**config.mk**
```make
export PLATFORM = sky130hd
export DESIGN_NAME = if1_pcgen
export DESIGN_NICKNAME = d
export VERILOG_FILES = /design/src/rtl/if1_pcgen.sv
export SDC_FILE = /design/constraint.sdc
export NUM_CORES = 1
export LEC_CHECK = 0
export ABC_AREA = 1
export CORE_UTILIZATION = 49
export DETAILED_ROUTE_END_ITERATION = 8
export GPL_ROUTABILITY_DRIVEN = 0
export PLACE_DENSITY = 0.95
export SKIP_CTS_REPAIR_TIMING = 1
export SYNTH_ARGS = -nofsm -noshare
export SYNTH_HDL_FRONTEND = slang
export SYNTH_SLANG_ARGS = --single-unit
```
**constraint.sdc**
```tcl
create_clock -name clk -period 3.7 [get_ports clk]
set_input_delay 0.74 -clock clk [delete_from_list [all_inputs] [get_ports clk]]
set_output_delay 0.74 -clock clk [all_outputs]
set_load 0.05 [all_outputs]
```
**src/rtl/if1_pcgen.sv**
```systemverilog
// IF1 fetch-PC generator: selects the next fetch address (redirect > BTB > PC+4),
// issues instruction-memory requests and holds the IF1->IF2 slot.
module if1_pcgen #(
  parameter logic [31:0] RESET_PC = 32'h1c000000,
  parameter int unsigned IDX_W    = 6
) (
  input  logic             clk,
  input  logic             rst_n,
  output logic [IDX_W-1:0] bp_pc_low,
  input  logic             bp_branch,
  input  logic [31:0]      bp_target,
  input  logic             redirect_valid,
  input  logic [31:0]      redirect_pc,
  output logic             inst_req,
  output logic [31:0]      inst_addr,
  input  logic             inst_addr_ok,
  output logic             if1_valid,
  output logic [31:0]      if1_pc,
  output logic             if1_pred_taken,
  output logic [31:0]      if1_pred_target,
  input  logic             if2_ready
);

  typedef enum logic [1:0] {StIdle, StReq, StStall} state_e;

  state_e      state_q;
  logic [31:0] pc_q;
  logic        can_accept;
  logic        accept;
  logic [31:0] bp_target_al;
  logic [31:0] redirect_al;
  logic [31:0] next_pc;
  logic        unused_low_bits;

  assign bp_target_al = {bp_target[31:2], 2'b00};
  assign redirect_al  = {redirect_pc[31:2], 2'b00};
  assign next_pc      = bp_branch ? bp_target_al : pc_q + 32'd4;
  assign can_accept   = !if1_valid || if2_ready;

  // A redirect suppresses the request so memory never sees a fetch it must discard.
  assign inst_req  = (state_q == StReq) && can_accept && !redirect_valid;
  assign accept    = inst_req && inst_addr_ok;
  assign inst_addr = pc_q;
  assign bp_pc_low = pc_q[IDX_W+1:2];

  assign unused_low_bits = ^{bp_target[1:0], redirect_pc[1:0]};

  always_ff @(posedge clk or negedge rst_n) begin
    if (!rst_n) begin
      state_q         <= StIdle;
      pc_q            <= RESET_PC;
      if1_valid       <= 1'b0;
      if1_pc          <= 32'd0;
      if1_pred_taken  <= 1'b0;
      if1_pred_target <= 32'd0;
    end else if (redirect_valid) begin
      pc_q      <= redirect_al;
      if1_valid <= 1'b0;
      state_q   <= StReq;
    end else begin
      unique case (state_q)
        StIdle: state_q <= StReq;
        StReq: begin
          if (accept) begin
            // Accept and consume in one cycle replaces the slot without a bubble.
            if1_valid       <= 1'b1;
            if1_pc          <= pc_q;
            if1_pred_taken  <= bp_branch;
            if1_pred_target <= bp_branch ? bp_target_al : 32'd0;
            pc_q            <= next_pc;
          end else if (if1_valid) begin
            if (if2_ready) begin
              if1_valid <= 1'b0;
            end else begin
              state_q <= StStall;
            end
          end
        end
        StStall: begin
          if (if2_ready) begin
            if1_valid <= 1'b0;
            state_q   <= StReq;
          end
        end
        default: state_q <= StIdle;
      endcase
    end
  end

endmodule

```
==> results.cfg, run 1 <==
[finish]
drive_gt1_frac = 0.0608
layout.cells.non_filler = 972
syn_to_final_growth_pct = 36.6
finalNetCount = 906
diodes = 0

[critical_path]
cp-start-kind = input port
critical_path.max_fanout = 37
cp-end-kind = register
r2r_slack_ps = 1320
crit_start = redirect_valid
crit_arrival_ps = 2990
path_class = input port to register
reg2reg_from = state_q[1]$_DFFE_PN0P_
crit_required_ps = 3940

[route]
drc = 0
dr.pass1.iters = 5
vias = 5151
ant_nets = 0
post_drt_via_cell_ratio = 5.30
drt_wl_total_mm = 14.9
wl_per_cell_um = 15.3
drtIter0Drc = 338

[yosys]
seq_area_frac_synth = 0.465
yosysWarnings = 0
synth_area_per_cell_um2 = 7.34
synthCells = 690
synthDistinctLibCells = 34
netlist_area_um2 = 5070
ys_ff_latch = 94

[grt]
grt_pass1_wl_mm = 24.4
grt.total_usage = 0.284
antenna_found_initial = 0
grt_max_degree = 54
grt_pass1_vias = 4933
grt_overflow = 0

[floorplan]
dieWidth_um = 104
num_rows = 36
initial_core_util = 0.511
io_pins = 175
dieHeight_um = 104
die_area_um2 = 10800
core_um2 = 9910

[timing]
period_needed_ps = 2750
finClkSkew_ps = 9.97
slew_headroom = 0.419
fin_hold_ws_ps = 419
fin_setup_tns_ps = 0
setup_violations = 0
worstMarginPinSlew_ps = 871
slew_viol_final = 0
rsz0062_at_grt = false
final_hold_viol_count = 0
period_share = 0.744
max_freq_mhz = 363

[place]
dp_cells = 957
portBuffers = 164
hpwl_mm = 10.6

[min_path]
min_path_type = input port to async pin

[clock_network]
cts_buffer_depth = 2
clock_sinks = 94
h-tree-depth = 3
cts_buffers = 9
clkTransAtPathRegs_ps = 90
cts-root-buf = clkbuf_8
clk_latency_ps = 350
cts_tree = done

[pwr]
cellLeakagePower_uw = 0.00321
finalPower_uw = 3860
power_density_nw_per_um2 = 557
ir_drop_mv = 0.410

[flow_run]
maxCapViolations = 0

[status]
status = completed
-- power by group --
group          internal (uW)  total, uW  switching (uW)
registers               1240       1420             178
clock network            298        651             353
logic                    576       1790            1210
-- worst paths after layout --
check	endpoint	cells after the start
worst min register to register	if1_pred_target[31]$_DFFE_PN0P_	2
min in group clk	if1_pred_target[31]$_DFFE_PN0P_	2
max in group asynchronous	inst_addr[27]$_DFFE_PN1P_	2
worst max-delay path	inst_addr[31]$_DFFE_PN0P_	7
worst max register to register	inst_addr[31]$_DFFE_PN0P_	8
worst min-delay path	if1_pred_target[2]$_DFFE_PN0P_	1
-- state kept, by name, indices dropped and copies added, names as in the netlist --
signal and count:
if1_pc 30, if1_pred_taken 1, if1_pred_target 30, if1_valid 1
inst_addr 30, state_q 2
-- area by class of cell --
cell class,instances,area [um^2]
fillers,786,2990
flip-flops and latches,94,2360
multi-input cells,500,2280
repair buffers,171,1710
inverters,59,221
clock buffers,13,169
well taps,133,166
clock inverters,2,16.3
-- layout by cell type (no fill, tap or decap), drive strengths merged --
cell type,n
nand2,244
clkdlybuf4s50,161
dfrtp,91
o21ai,84
nor2,68
inv,58
nand3,38
a21oi,35
clkbuf,13
buf,10
conb,6
o22ai,4
o211ai,4
nand3b,3
o21a,3
dfstp,3
and2,2
or2,2
a211oi,2
o221a,2
clkinv,2
nor3,1
o21bai,1
ha,1
clkinvlp,1
-- synthesized netlist by cell type, drive strengths merged --
| master | n | area (um^2) |
|---|---|---|
| nand2 | 244 | 941 |
| or2 | 2 | 12.5 |
| clkbuf | 14 | 52.6 |
| nand3 | 38 | 195 |
| nor3 | 1 | 5.00 |
| conb | 1 | 3.75 |
| and2 | 2 | 12.5 |
| o211ai | 4 | 30.0 |
| a21oi | 35 | 175 |
| nor2 | 68 | 334 |
| dfstp | 3 | 78.8 |
| o21a | 3 | 22.5 |
| o21bai | 1 | 7.51 |
| dfrtp | 91 | 2280 |
| inv | 58 | 218 |
| o221a | 2 | 22.5 |
| ha | 1 | 12.5 |
| nand3b | 3 | 22.5 |
| clkinv | 1 | 3.75 |
| buf | 28 | 180 |
| o22ai | 4 | 25.0 |
| o21ai | 84 | 420 |
| a211oi | 2 | 15.0 |
-- worst max-delay path, cell delays in order --
cell	delay (ps)
clkdlybuf4s50_1	460
nor2_2	230
nand3_4	260
nand2_2	640
inv_1	440
nand2_1	160
nand2_1	60
-- through the flow --
step | setup WS, ps | cell area (um^2) | util
6_report | 949 | 6920 | 0.698
5_1_grt | 732 | 6920 | 0.698
4_1_cts | 966 | 6920 | 0.698
3_5_place_dp | 606 | 6740 | 0.680
3_3_place_gp | 655 | 6740 | 0.680
2_1_floorplan | 1700 | 5090 | -
-- metal layers --
metal	routed length, um	up-vias	track usage
li1	-	2472	-
met1	6360	2375	0.392
met2	6770	270	0.439
met3	1310	34	0.0548
met4	417	0	0.117
met5	0	-	0
-- cells by family after synthesis --
logic type                 after synthesis  share of synthesized area
buffers and inverters                  101                     0.0896
AOI/OAI and AO/OA                      135                      0.142
adders and majority gates                1                    0.00247
DFF                                     94                      0.465
and+or+nand+nor                        358                      0.300
other                                    1                   0.000740
Power figures use the tool's default switching activity.
==> run 2: changes to the inputs <==
--- a/config.mk
+++ b/config.mk
@@ -6,10 +6,10 @@
 export NUM_CORES = 1
 export LEC_CHECK = 0
 export ABC_AREA = 1
-export CORE_UTILIZATION = 49
+export CORE_UTILIZATION = 46
 export DETAILED_ROUTE_END_ITERATION = 8
 export GPL_ROUTABILITY_DRIVEN = 0
-export PLACE_DENSITY = 0.95
+export PLACE_DENSITY = 0.92
 export SKIP_CTS_REPAIR_TIMING = 1
 export SYNTH_ARGS = -nofsm -noshare
 export SYNTH_HDL_FRONTEND = slang
==> constraint.sdc (replaced) <==
create_clock -name clk -period 2.85 [get_ports clk]
set_input_delay 0.57 -clock clk [delete_from_list [all_inputs] [get_ports clk]]
set_output_delay 0.57 -clock clk [all_outputs]
set_load 0.05 [all_outputs]
==> results.cfg, run 2 (synthesis gave the netlist of run 1 again) <==
[clock_network]
clock_sinks = 94
cts_buffers = 9
cts_tree = done
clkTransAtPathRegs_ps = 90
h-tree-depth = 3
cts-root-buf = clkbuf_8
cts_buffer_depth = 2
clk_latency_ps = 360

[place]
portBuffers = 164
dp_slack_ps = 397
hpwl_mm = 10.6

[timing]
worstMarginPinSlew_ps = 908
slew_viol_final = 0
fin_hold_ws_ps = 152
rsz0062_at_grt = false
period_share = 0.831
timing.final.ws_setup_ps = 480
setup_violations = 0
max_freq_mhz = 422
period_needed_ps = 2370
finClkSkew_ps = 11.7
fin_setup_tns_ps = 0
final_hold_viol_count = 0
slew_headroom = 0.394

[grt]
antenna_found_initial = 0
grt_pass1_vias = 4674
grt.total_usage = 0.263
grt_pass1_wl_mm = 23.5
grt_max_degree = 71
grt_overflow = 0

[route]
drtIter0Drc = 483
drc = 0
ant_nets = 0
wl_per_cell_um = 15.0
post_drt_via_cell_ratio = 5.19
dr.pass1.iters = 5
vias = 5080
drt_wl_total_mm = 14.7

[critical_path]
r2r_slack_ps = 970
cp_num_buf_inv = 1
cp_slowest_cell = clkdlybuf4s50_1
critical_path.max_fanout = 7
path_class = register to output port
crit_required_ps = 2280
crit_arrival_ps = 1800
rr_endpoint = inst_addr[24]$_DFFE_PN0P_
path_cells = clkdlybuf4s50_1
cp-start-kind = register
reg2reg_depth = 8
max_stage_delay_ps = 840
crit_family = buffers and inverters
cp-end-kind = output port
reg2reg_from = state_q[1]$_DFFE_PN0P_

[pwr]
pwr-share-clk = 0.185
ir_drop_mv = 0.386
p_comb_frac = 0.455
p_int_uw = 2840
p_seq_frac = 0.360
power_density_nw_per_um2 = 730
cellLeakagePower_uw = 0.00324
switching_share = 0.443
switchingPower_uw = 2260

[finish]
syn_to_final_growth_pct = 37.7
final_common_cell = nand2_1
finalNetCount = 908
final_util = 0.664
final_cell_mix = 238 x nand2_1, 161 x clkdlybuf4s50_1, 91 x dfrtp_1, 79 x o21ai_0, 57 x inv_1
diodes = 0
drive_gt1_frac = 0.0629

[floorplan]
die_area_um2 = 11400
dieWidth_um = 107
num_rows = 37
io_pins = 175
dieHeight_um = 107
initial_core_util = 0.482
core_um2 = 10500

[status]
status = completed

[flow_run]
maxCapViolations = 0

[min_path]
min_path_type = input port to async pin
## run 2: cell count changes in the layout (fill, tap and decap cells not counted)
cell	previous run	this run
buf_4	7	8
buf_12	2	3
clkbuf_1	1	2
bufinv_16	0	1
clkinvlp_4	1	0
## run 2: final cells by class
| class | count | area (um^2) |
|---|---|---|
| Tap cell | 136 | 170 |
| Inverter | 59 | 221 |
| Clock inverter | 2 | 38.8 |
| Sequential cell | 94 | 2360 |
| Timing Repair Buffer | 173 | 1740 |
| Fill cell | 886 | 3530 |
| Multi-Input combinational cell | 500 | 2280 |
| Clock buffer | 14 | 173 |
## run 2: through the flow
step / instance area [um^2] / instances / total power [uW]
floorplan: 5090 / 695 / 3330
global placement: 6770 / 962 / 4140
finish: 6980 / 978 / 5100
detailed placement: 6770 / 962 / 4170
global route: 6980 / 978 / 5340
CTS: 6980 / 978 / 5110
## run 2: worst max path at each step
stage	from	endpoint	cells after the start
6_report	inst_addr[27]$_DFFE_PN1P_	inst_addr[27]	1
3_3_place_gp	if2_ready	inst_addr[22]$_DFFE_PN0P_	8
3_5_place_dp	if2_ready	inst_addr[25]$_DFFE_PN0P_	8
5_1_grt	inst_addr[27]$_DFFE_PN1P_	inst_addr[27]	1
4_1_cts	inst_addr[27]$_DFFE_PN1P_	inst_addr[27]	1
2_1_floorplan	inst_addr[3]$_DFFE_PN0P_	inst_addr[22]$_DFFE_PN0P_	12
## run 2: per-layer routing
| layer | global-route usage | share of wire | up-vias |
|---|---|---|---|
| met4 | 0.0890 | 0.019 | 0 |
| met2 | 0.415 | 0.46 | 211 |
| met5 | 0 | 0 | - |
| met3 | 0.0492 | 0.081 | 24 |
| li1 | - | - | 2479 |
| met1 | 0.364 | 0.44 | 2366 |
## run 2: power groups by stage
| stage | registers [uW] | clock network, uW | logic (uW) |
|---|---|---|---|
| final | 1830 | 942 | 2320 |
| after global routing | 1870 | 1010 | 2460 |
| after CTS | 1830 | 952 | 2330 |
| after detailed placement | 1850 | 0 | 2320 |
| after global placement | 1840 | 0 | 2290 |
| after floorplan | 2770 | 0 | 556 |
